`config.mk`:
```
export PLATFORM = sky130hd
export DESIGN_NAME = pipe_stage_hs
export DESIGN_NICKNAME = d
export VERILOG_FILES = /design/src/rtl/pipe_stage_hs.sv
export SDC_FILE = /design/constraint.sdc
export NUM_CORES = 1
export LEC_CHECK = 0
export CORE_MARGIN = 4
export CORE_UTILIZATION = 35
export DETAILED_ROUTE_END_ITERATION = 10
export GPL_TIMING_DRIVEN = 0
export PLACE_DENSITY = 0.69
export SYNTH_ARGS = -nofsm -noshare
export SYNTH_HDL_FRONTEND = slang
export SYNTH_SLANG_ARGS = --single-unit
export TNS_END_PERCENT = 30
```
`constraint.sdc`:
```
create_clock -name CLK -period 1.9 [get_ports CLK]
set_input_delay 0.285 -clock CLK [delete_from_list [all_inputs] [get_ports CLK]]
set_output_delay 0.285 -clock CLK [all_outputs]
set_load 0.05 [all_outputs]
```
`src/rtl/pipe_stage_hs.sv`:
```
// Flushable valid/ready pipeline stage with a saturating stall counter.
// Define PIPE_SKID_EN for the two-entry skid variant with registered in_ready.
module pipe_stage_hs #(
  parameter int unsigned WIDTH = 32,
  parameter int unsigned CNTW  = 16
) (
  input  logic             CLK,
  input  logic             nRST,
  input  logic             in_valid,
  output logic             in_ready,
  input  logic [WIDTH-1:0] in_data,
  output logic             out_valid,
  input  logic             out_ready,
  output logic [WIDTH-1:0] out_data,
  input  logic             flush,
  output logic [1:0]       occupancy,
  output logic [CNTW-1:0]  stall_cnt
);

  localparam logic [1:0] StEmpty = 2'd0;
  localparam logic [1:0] StOne   = 2'd1;
`ifdef PIPE_SKID_EN
  localparam logic [1:0] StFull  = 2'd2;
`endif

  logic [1:0]       state_q, state_d;
  logic [WIDTH-1:0] main_q, main_d;
  logic [CNTW-1:0]  stall_q, stall_d;
  logic             in_fire, out_fire;

`ifdef PIPE_SKID_EN
  logic [WIDTH-1:0] skid_q, skid_d;
  assign in_ready = (state_q != StFull);
`else
  // Without a skid entry a held payload only makes room when it leaves this cycle.
  assign in_ready = (state_q == StEmpty) | out_ready;
`endif

  assign out_valid = (state_q != StEmpty);
  assign out_data  = main_q;
  assign occupancy = state_q;
  assign stall_cnt = stall_q;
  assign in_fire   = in_valid & in_ready;
  assign out_fire  = out_valid & out_ready;

  always_comb begin
    state_d = state_q;
    main_d  = main_q;
`ifdef PIPE_SKID_EN
    skid_d  = skid_q;
`endif
    case (state_q)
      StEmpty: begin
        if (in_fire) begin
          state_d = StOne;
          main_d  = in_data;
        end
      end
      StOne: begin
        if (in_fire && out_fire) begin
          main_d = in_data;
`ifdef PIPE_SKID_EN
        end else if (in_fire) begin
          state_d = StFull;
          skid_d  = in_data;
`endif
        end else if (out_fire) begin
          state_d = StEmpty;
        end
      end
`ifdef PIPE_SKID_EN
      StFull: begin
        if (out_fire) begin
          state_d = StOne;
          main_d  = skid_q;
        end
      end
`endif
      default: state_d = StEmpty;
    endcase
    // Flush empties the stage but leaves the data registers untouched.
    if (flush) state_d = StEmpty;
  end

  always_comb begin
    stall_d = stall_q;
    if (out_valid && !out_ready && (stall_q != {CNTW{1'b1}})) stall_d = stall_q + CNTW'(1);
  end

  always_ff @(posedge CLK) begin
    if (!nRST) begin
      state_q <= StEmpty;
      main_q  <= '0;
      stall_q <= '0;
    end else begin
      state_q <= state_d;
      main_q  <= main_d;
      stall_q <= stall_d;
    end
  end

`ifdef PIPE_SKID_EN
  always_ff @(posedge CLK) begin
    if (!nRST) skid_q <= '0;
    else       skid_q <= skid_d;
  end
`endif

endmodule

```
==> results.py, run 1 <==
metrics = {
    "run_status": {
        "outcome": "completed",
    },
    "hold_path": {
        "worst_hold_path_type": "reg2reg",
        "hp-start": "out_data[27]",
        "min_path_cells": 2,
        "hold_path_end": "out_data[27]",
    },
    "worst_setup_path": {
        "cpPeakStageDelay_ns": 0.83,
        "worstPathRequired_ns": 1.62,
        "crit_path_end_kind": "output port",
        "worst-setup-path-type": "reg2out",
        "critPathBufInv": 1,
        "arrival_ns": 1.54,
        "worstPathCellList": "clkdlybuf4s50_1",
        "start_kind": "flop",
        "slowest_stage": "clkdlybuf4s50_1",
        "r2r_start": "stall_cnt[1]",
        "r2r-end": "stall_cnt[14]",
        "cp_top_family": "buffers and inverters",
        "r2r.worst_path.cells": 5,
        "cp_max_fo": 5,
        "ff2ff_setup_slack_ns": 0.22,
    },
    "clock_tree": {
        "cts.hold.buffers_added": 0,
        "insertion_delay_ns": 0.29,
        "cts_resized": 7,
        "cts.sinks": 49,
        "tritoncts": "yes",
        "clk_pin_slew_ns": 0.09,
        "numCtsBuffers": 5,
        "postCtsSetupBuffers": 0,
        "clk_path_buf_depth": 2,
        "cts_root_buffer": "clkbuf_8",
        "h-tree-depth": 2,
    },
    "cells_and_area": {
        "nNetsFinal": 375,
        "final_area_um2": 3110,
        "area_delta_synth_final_pct": 53.84,
        "layout-drive-gt1-share": 0.09763,
        "n_antenna_cell": 0,
    },
    "synthesis": {
        "ys_top_cells_by_area": "dfxtp_1 49%, nand2_1 14%, a21oi_1 11%",
        "syn-cell-area_um2": 2022,
        "syn_avg_cell_area_um2": 8.321,
        "synth_most_common_cell": "nand2_1",
        "async_reset_ff_frac": 0,
        "synth_flop_cell": "dfxtp_1",
        "netlist.area_leader.share": 0.4851,
        "synth.net_count": 281,
        "synthTopCellsByCount": "74 x nand2_1, 49 x dfxtp_1, 43 x a21oi_1, 7 x o21ai_1",
        "ys_ff_latch": 49,
        "yosysSeqAreaShare": 0.4851,
        "synthCells": 243,
        "synth_warnings": 0,
        "synth_edf_count": 0,
        "synthDistinctLibCells": 40,
        "yosysTopAreaCell": "dfxtp_1",
    },
    "drt": {
        "first_iter_violations": 33,
        "viasPerCell": 4.846,
        "drc_errors": 0,
        "drtPass1Iterations": 4,
        "drt_wl_total_um": 5626,
        "postRouteAntennaNets": 0,
        "wl_per_cell_um": 13.72,
        "routed-via-count": 1987,
    },
    "sta": {
        "min_period_ns": 1.825,
        "setup_slack_ns": 0.07498,
        "period_share": 0.9605,
        "setup_viol": 0,
        "finalMaxSlewViolations": 0,
        "finalHoldViolations": 0,
        "fin_tns_setup_ns": 0,
        "rsz0062_at_grt": "no",
        "worst_pin_slew_ns": 0.5303,
        "slew_headroom": 0.6454,
        "fmax_mhz": 547.9,
        "clock_skew_ns": 0.004610,
    },
    "global_route": {
        "grt_pass1_vias": 1814,
        "antenna_found_initial": 0,
        "gr-total-overflow": 0,
        "grt_max_degree": 16,
        "grt_pass1_wl_um": 9087,
        "grt_usage": 0.1587,
    },
    "placement": {
        "gp_congestion": 0.7647,
        "hpwl_um": 4268,
        "place_area_um2": 2985,
        "port-buffer-count": 87,
        "pre_cts_slack_ns": -0.3361,
    },
    "die": {
        "row_count": 27,
        "core_um2": 5540,
        "start_util": 0.3650,
        "die_y_um": 84.01,
        "die_w_um": 84.01,
        "ios": 89,
        "die_area_um2": 7057,
    },
    "pwr": {
        "ir_drop_mv": 0.3378,
        "power.total_w": 0.002244,
        "p_leak_nw": 1.298,
        "power.density_nw_per_um2": 721.4,
    },
    "run": {
        "drv_cap": 0,
    },
}
flip-flops by register name, summed over array words and instances, names as in the netlist:
| name | count |
|---|---|
| out_data | 32 |
| stall_cnt | 16 |
| occupancy | 1 |
final cells by class:
| class | count | area [µm²] |
|---|---|---|
| Fill cell | 520 | 2430 |
| Sequential cell | 49 | 983.4 |
| Multi-Input combinational cell | 176 | 947.2 |
| Timing Repair Buffer | 87 | 884.6 |
| Tap cell | 72 | 90.09 |
| Buffer | 15 | 82.58 |
| Clock buffer | 6 | 72.57 |
| Clock inverter | 2 | 38.79 |
| Inverter | 3 | 11.26 |
cell families after synthesis:
group,count (synthesis),share of synthesized area
other,1,0.001855
AND/OR/NAND/NOR,114,0.2964
buffers and inverters,18,0.04641
flip-flops,49,0.4851
AO/OA/AOI/OAI,58,0.1541
multiplexers,2,0.009901
adder cells (fa/ha/maj),1,0.006187
through the flow:
step	hold slack [ns]	std cells	utilization
after floorplan	0.3643	243	-
after global placement	0.4408	402	0.5388
after detailed placement	0.4457	402	0.5388
after CTS	0.4590	410	0.5583
after global routing	0.4775	410	0.5614
final	0.4564	410	0.5614
per-layer routing:
metal	vias up	global-route usage	routed length, µm
met5	-	0	0
met4	0	0.05117	43
met3	4	0.04146	278
met2	51	0.2683	2786
met1	910	0.1962	2518
li1	1022	-	-
where the power goes:
part / internal [W] / total, W / switching [W]
clock network: 0.000395 / 0.000737 / 0.000341
registers: 0.00107 / 0.00109 / 0.0000199
logic: 0.000167 / 0.000420 / 0.000253
placed cells by master, fill, tap and decap left out, types with 5 or more instances in the layout:
cell type,instances
dlymetal6s2s_1,7
or3_2,5
a21oi_1,43
clkbuf_8,5
clkdlybuf4s50_1,75
nand2_1,74
o21ai_1,7
dfxtp_1,47
clkbuf_1,6
worst max-delay path by stage:
stage                     slack [ns]             to  depth (start not counted)     startpoint
after global routing           0.008   stall_cnt[7]                          1   stall_cnt[7]
after global placement         -0.34       in_ready                          4      out_ready
after CTS                      0.001  stall_cnt[11]                          1  stall_cnt[11]
after floorplan                 0.13   stall_cnt[1]                          5   stall_cnt[8]
final                           0.07   stall_cnt[7]                          1   stall_cnt[7]
after detailed placement       -0.34       in_ready                          4      out_ready
No activity file was read; power rests on OpenSTA's default activity.
==> run 2, diff against run 1 <==
--- a/config.mk
+++ b/config.mk
@@ -8,7 +8,6 @@
 export CORE_MARGIN = 4
 export CORE_UTILIZATION = 35
 export DETAILED_ROUTE_END_ITERATION = 10
-export GPL_TIMING_DRIVEN = 0
 export PLACE_DENSITY = 0.69
 export SYNTH_ARGS = -nofsm -noshare
 export SYNTH_HDL_FRONTEND = slang
==> run 2 against run 1 <==
Critical path type unchanged; maximum frequency is 0.98% lower; core utilization fell by 0.47 points; count of clock-buffer cells in the layout down 1; largest power group unchanged; die area is the same; non-clock buffer count shrank 6; wire length down 3.9%; critical path depth unchanged; global-route usage down 0.61 points; sequential power is essentially flat.
==> results.py, run 2 (synthesis gave the netlist of run 1 again) <==
metrics = {
    "die": {
        "core_um2": 5540,
        "ios": 89,
        "row_count": 27,
        "die_area_um2": 7057,
        "die_w_um": 84.01,
        "start_util": 0.3650,
        "die_y_um": 84.01,
    },
    "drt": {
        "first_iter_violations": 84,
        "viasPerCell": 4.832,
        "routed-via-count": 1952,
        "postRouteAntennaNets": 0,
        "drc_errors": 0,
        "drt_wl_total_um": 5409,
        "wl_per_cell_um": 13.39,
        "drtPass1Iterations": 4,
    },
    "worst_setup_path": {
        "r2r-end": "stall_cnt[9]",
        "arrival_ns": 1.56,
        "cp_top_family": "buffers and inverters",
        "cp-endpoint": "stall_cnt[6]",
        "cp_max_fo": 6,
        "worstPathCellList": "clkdlybuf4s50_1",
        "r2r.worst_path.cells": 6,
        "slowest_stage": "clkdlybuf4s50_1",
        "r2r_start": "stall_cnt[0]",
        "worst-path-stages": 1,
        "ff2ff_setup_slack_ns": 0.21,
        "start_kind": "flop",
        "crit_path_start": "stall_cnt[6]",
        "worst-setup-path-type": "reg2out",
        "crit_path_end_kind": "output port",
        "cpPeakStageDelay_ns": 0.84,
        "critPathBufInv": 1,
        "worstPathRequired_ns": 1.62,
    },
    "clock_tree": {
        "cts.sinks": 49,
        "numCtsBuffers": 5,
        "h-tree-depth": 2,
        "clk_pin_slew_ns": 0.09,
        "insertion_delay_ns": 0.30,
        "cts_root_buffer": "clkbuf_8",
        "postCtsSetupBuffers": 0,
        "tritoncts": "yes",
        "clk_path_buf_depth": 2,
    },
    "global_route": {
        "antenna_found_initial": 0,
        "grt_max_degree": 33,
        "gr-total-overflow": 0,
        "grt_pass1_wl_um": 8804,
        "grt_pass1_vias": 1771,
        "grt_usage": 0.1527,
    },
    "sta": {
        "fmax_mhz": 542.6,
        "clock_skew_ns": 0.005332,
        "min_period_ns": 1.843,
        "setup_viol": 0,
        "slew_headroom": 0.6463,
        "worst_pin_slew_ns": 0.5289,
        "finalHoldViolations": 0,
        "fin_tns_setup_ns": 0,
        "whs_ns": 0.4574,
        "finalMaxSlewViolations": 0,
        "period_share": 0.9701,
        "rsz0062_at_grt": "no",
        "setup_slack_ns": 0.05688,
    },
    "pwr": {
        "clockPowerShare": 0.289,
        "power.density_nw_per_um2": 689.7,
        "power.internal_w": 0.001503,
        "p_switching_w": 0.0006242,
        "p_sw_frac": 0.2934,
        "pwr-share-seq": 0.511,
        "comb_power_share": 0.200,
        "ir_drop_mv": 0.2947,
        "p_leak_nw": 1.226,
        "power.total_w": 0.002127,
    },
    "placement": {
        "place_area_um2": 2985,
        "port-buffer-count": 87,
        "gp_congestion": 0.7369,
        "hpwl_um": 4025,
        "pre_cts_slack_ns": -0.003750,
    },
    "cells_and_area": {
        "final_common_cell": "clkdlybuf4s50_1",
        "final_area_um2": 3084,
        "fillCellCount": 505,
        "final_cell_mix": "75 x clkdlybuf4s50_1, 74 x nand2_1, 47 x dfxtp_1, 43 x a21oi_1, 15 x buf_4",
        "area_delta_synth_final_pct": 52.54,
        "layout-drive-gt1-share": 0.1325,
        "n_antenna_cell": 0,
        "largest_reg_flops": 32,
        "nNetsFinal": 369,
    },
    "run_status": {
        "outcome": "completed",
    },
    "run": {
        "drv_cap": 0,
    },
    "hold_path": {
        "worst_hold_path_type": "reg2reg",
    },
}
[run 2: changes by cell type in the layout (fill, tap and decap cells not counted), sizes merged, moves of 2 or more]
cell / previous run / this run
clkbuf: 11 / 5
clkinv: 1 / 3
dlymetal6s2s: 7 / 3
dlygate4sd2: 4 / 0
buf: 10 / 18
[run 2: layout make-up]
cell class                 instances  area, µm²  share of cell area
multi-input combinational        176      947.2              0.3071
sequential                        49      983.4              0.3189
clock buffer                       5      68.82             0.02231
tap                               72      90.09             0.02921
inverter                           3      11.26            0.003651
clock inverter                     3      22.52            0.007302
timing repair buffer              96      960.9              0.3116
[run 2: power by group through the flow]
stage,Combinational [W],Clock (W),Sequential (W)
after floorplan,0.0000958,0,0.00125
after global placement,0.000426,0,0.00111
after detailed placement,0.000429,0,0.00111
after CTS,0.000430,0.000646,0.00109
after global routing,0.000450,0.000682,0.00109
final,0.000426,0.000614,0.00109
[run 2: stage by stage]
step / utilization / std cells
after floorplan: - / 243
after global placement: 0.5388 / 396
after detailed placement: 0.5388 / 396
after CTS: 0.5553 / 404
after global routing: 0.5567 / 404
final: 0.5567 / 404
[run 2: routing by layer]
metal / up-vias / global-route usage / share of wire
met5: - / 0 / 0
met4: 0 / 0.04971 / 0.012
met1: 884 / 0.1862 / 0.45
met3: 4 / 0.03949 / 0.045
met2: 51 / 0.2610 / 0.50
li1: 1013 / - / -
[run 2: how the worst min path moves through the flow]
stage	depth (start not counted)	endpoint	startpoint	slack, ns
finish	2	out_data[17]	out_data[17]	0.46
global placement	2	out_data[6]	out_data[6]	0.44
global route	2	out_data[24]	out_data[24]	0.47
floorplan	1	occupancy[0]	flush	0.36
CTS	2	out_data[23]	out_data[23]	0.46
detailed placement	2	out_data[23]	out_data[23]	0.45
[run 2: repair_timing]
| action | in CTS | in global routing |
|---|---|---|
| setup endpoints to repair | 0 | 3 |
| hold buffers | 0 | 0 |
| hold endpoints to repair | 0 | 0 |
| gates resized for setup | 0 | 3 |
==> run 3, diff against run 2 <==
--- a/config.mk
+++ b/config.mk
@@ -5,6 +5,8 @@
 export SDC_FILE = /design/constraint.sdc
 export NUM_CORES = 1
 export LEC_CHECK = 0
+export CAP_MARGIN = 20
+export CORE_ASPECT_RATIO = 1.2
 export CORE_MARGIN = 4
 export CORE_UTILIZATION = 35
 export DETAILED_ROUTE_END_ITERATION = 10
==> run 3 against run 2 <==
Hold slack lost 0.0026 ns; via count grew 1.8%; sequential power is essentially flat; wire length shrank 2.4%; clock skew grew 0.0026 ns; worst setup slack gained 0.033 ns; count of clock-buffer cells in the layout grew 2; final cell count shrank 1.7%; first-iteration DRC count shrank 27%; critical path depth is the same; maximum frequency grew 1.8%; critical endpoint is now stall_cnt[15]; largest power group unchanged; highest routed layer unchanged.
==> results.py, run 3 (synthesis gave the netlist of run 1 again) <==
metrics = {
    "placement": {
        "place_inst": 386,
        "port-buffer-count": 87,
        "gp_congestion": 0.8213,
        "hpwl_um": 3886,
    },
    "cells_and_area": {
        "n_antenna_cell": 0,
        "nNetsFinal": 370,
        "multi_input_area_um2": 947.2,
        "fillCellCount": 539,
        "layout-drive-gt1-share": 0.1411,
        "final_cell_mix": "74 x nand2_1, 74 x clkdlybuf4s50_1, 47 x dfxtp_1, 43 x a21oi_1, 19 x buf_4",
        "largest_reg_flops": 32,
        "area_delta_synth_final_pct": 53.03,
        "seqCellArea_um2": 983.4,
        "final_cells": 397,
    },
    "drt": {
        "postRouteAntennaNets": 0,
        "drtPass1Iterations": 4,
        "first_iter_violations": 61,
        "drt_wl_total_um": 5278,
        "drc_errors": 0,
        "wl_per_cell_um": 13.29,
        "routed-via-count": 1987,
        "viasPerCell": 5.005,
    },
    "worst_setup_path": {
        "slowest_stage": "clkdlybuf4s50_1",
        "worstPathRequired_ns": 1.62,
        "crit_path_start": "stall_cnt[15]",
        "worstPathCellList": "clkdlybuf4s50_1",
        "arrival_ns": 1.53,
        "start_kind": "flop",
        "worst-setup-path-type": "reg2out",
        "cp_top_family": "buffers and inverters",
        "critPathBufInv": 1,
        "crit_path_end_kind": "output port",
        "r2r_start": "stall_cnt[0]",
        "cpPeakStageDelay_ns": 0.83,
        "cp_max_fo": 5,
    },
    "sta": {
        "worst_pin_slew_ns": 0.5285,
        "min_period_ns": 1.810,
        "period_share": 0.9527,
        "setup_viol": 0,
        "finalHoldViolations": 0,
        "finalMaxSlewViolations": 0,
        "fmax_mhz": 552.4,
        "fin_tns_setup_ns": 0,
        "rsz0062_at_grt": "no",
        "clock_skew_ns": 0.007961,
        "slew_headroom": 0.6466,
    },
    "die": {
        "die_area_um2": 7062,
        "row_count": 30,
        "core_um2": 5630,
        "die_w_um": 77.39,
        "die_y_um": 91.26,
        "ios": 89,
        "start_util": 0.3591,
    },
    "pwr": {
        "power.density_nw_per_um2": 731.5,
        "pwr-share-seq": 0.480,
        "p_switching_w": 0.0005942,
        "p_leak_nw": 1.209,
        "clockPowerShare": 0.334,
        "power.internal_w": 0.001669,
        "ir_drop_mv": 0.3015,
        "power.total_w": 0.002263,
        "p_sw_frac": 0.2625,
        "comb_power_share": 0.186,
    },
    "clock_tree": {
        "insertion_delay_ns": 0.29,
        "clk_path_buf_depth": 2,
        "h-tree-depth": 2,
        "tritoncts": "yes",
        "clk_pin_slew_ns": 0.09,
        "cts_root_buffer": "clkbuf_8",
        "cts.sinks": 49,
        "numCtsBuffers": 5,
    },
    "global_route": {
        "grt_max_degree": 33,
        "grt_pass1_vias": 1881,
        "antenna_found_initial": 0,
        "grt_usage": 0.1512,
        "gr-total-overflow": 0,
        "grt_pass1_wl_um": 8673,
    },
    "hold_path": {
        "hp-start": "out_data[4]",
        "worst_hold_path_type": "reg2reg",
    },
    "run_status": {
        "outcome": "completed",
    },
    "run": {
        "drv_cap": 0,
    },
}
## run 3: cell types whose count changed in the layout (fill, tap and decap cells not counted), sizes merged
| cell | previous run | this run |
|---|---|---|
| buf | 18 | 22 |
| clkinv | 3 | 0 |
| clkbuf | 5 | 7 |
| dlymetal6s2s | 3 | 1 |
| bufinv | 0 | 1 |
| clkdlybuf4s50 | 75 | 74 |
## run 3: area by class of cell
type                       count  area share
sequential                    49      0.3178
inverter                       3    0.003639
clock buffer                   7     0.02790
timing repair buffer          97      0.3089
multi-input combinational    176      0.3061
tap                           64     0.02588
clock inverter                 1    0.009705
## run 3: tightest hold or removal path: cells and delay by family, from the launching register on
family	cells	cell delay (ns)
flops	1	0.31
compound gates	1	0.05
simple gates	1	0.05
## run 3: metrics by stage
step                      utilization  hold WS, ns  area, µm²  setup WS [ns]
final                          0.5496       0.4548       3094        0.08983
after global routing           0.5496       0.4731       3094        0.01568
after CTS                      0.5451       0.4590       3069        0.06245
after detailed placement       0.5244       0.4465       2953       0.007036
after global placement         0.5244       0.4415       2953        0.01815
after floorplan                     -       0.3643       2024         0.1265
## run 3: what timing repair did
action	CTS	global route
resized for setup	0	1
setup buffers	0	3
hold buffers	0	0
setup endpoints to repair	0	2
## run 3: final timing paths
check | to | slack (ns) | cells after the start
worst min-delay path | out_data[4] | 0.45 | 2
worst max-delay path | stall_cnt[15] | 0.09 | 1
worst max register to register | stall_cnt[4] | 0.17 | 5
worst min register to register | out_data[4] | 0.45 | 2
## run 3: metal layers
layer | part of all wire | GRT usage | routed length, µm
met2 | 0.48 | 0.2507 | 2543
met5 | 0 | 0 | 0
met4 | 0.018 | 0.05638 | 96
met3 | 0.076 | 0.05655 | 402
met1 | 0.42 | 0.1762 | 2236
## run 3: power by group through the flow
stage                     Combinational [W]  Clock [W]  Sequential [W]
after floorplan                   0.0000958          0         0.00125
after global placement             0.000423          0         0.00111
after detailed placement           0.000425          0         0.00111
after CTS                          0.000426   0.000782         0.00109
after global routing               0.000447   0.000822         0.00109
final                              0.000421   0.000755         0.00109
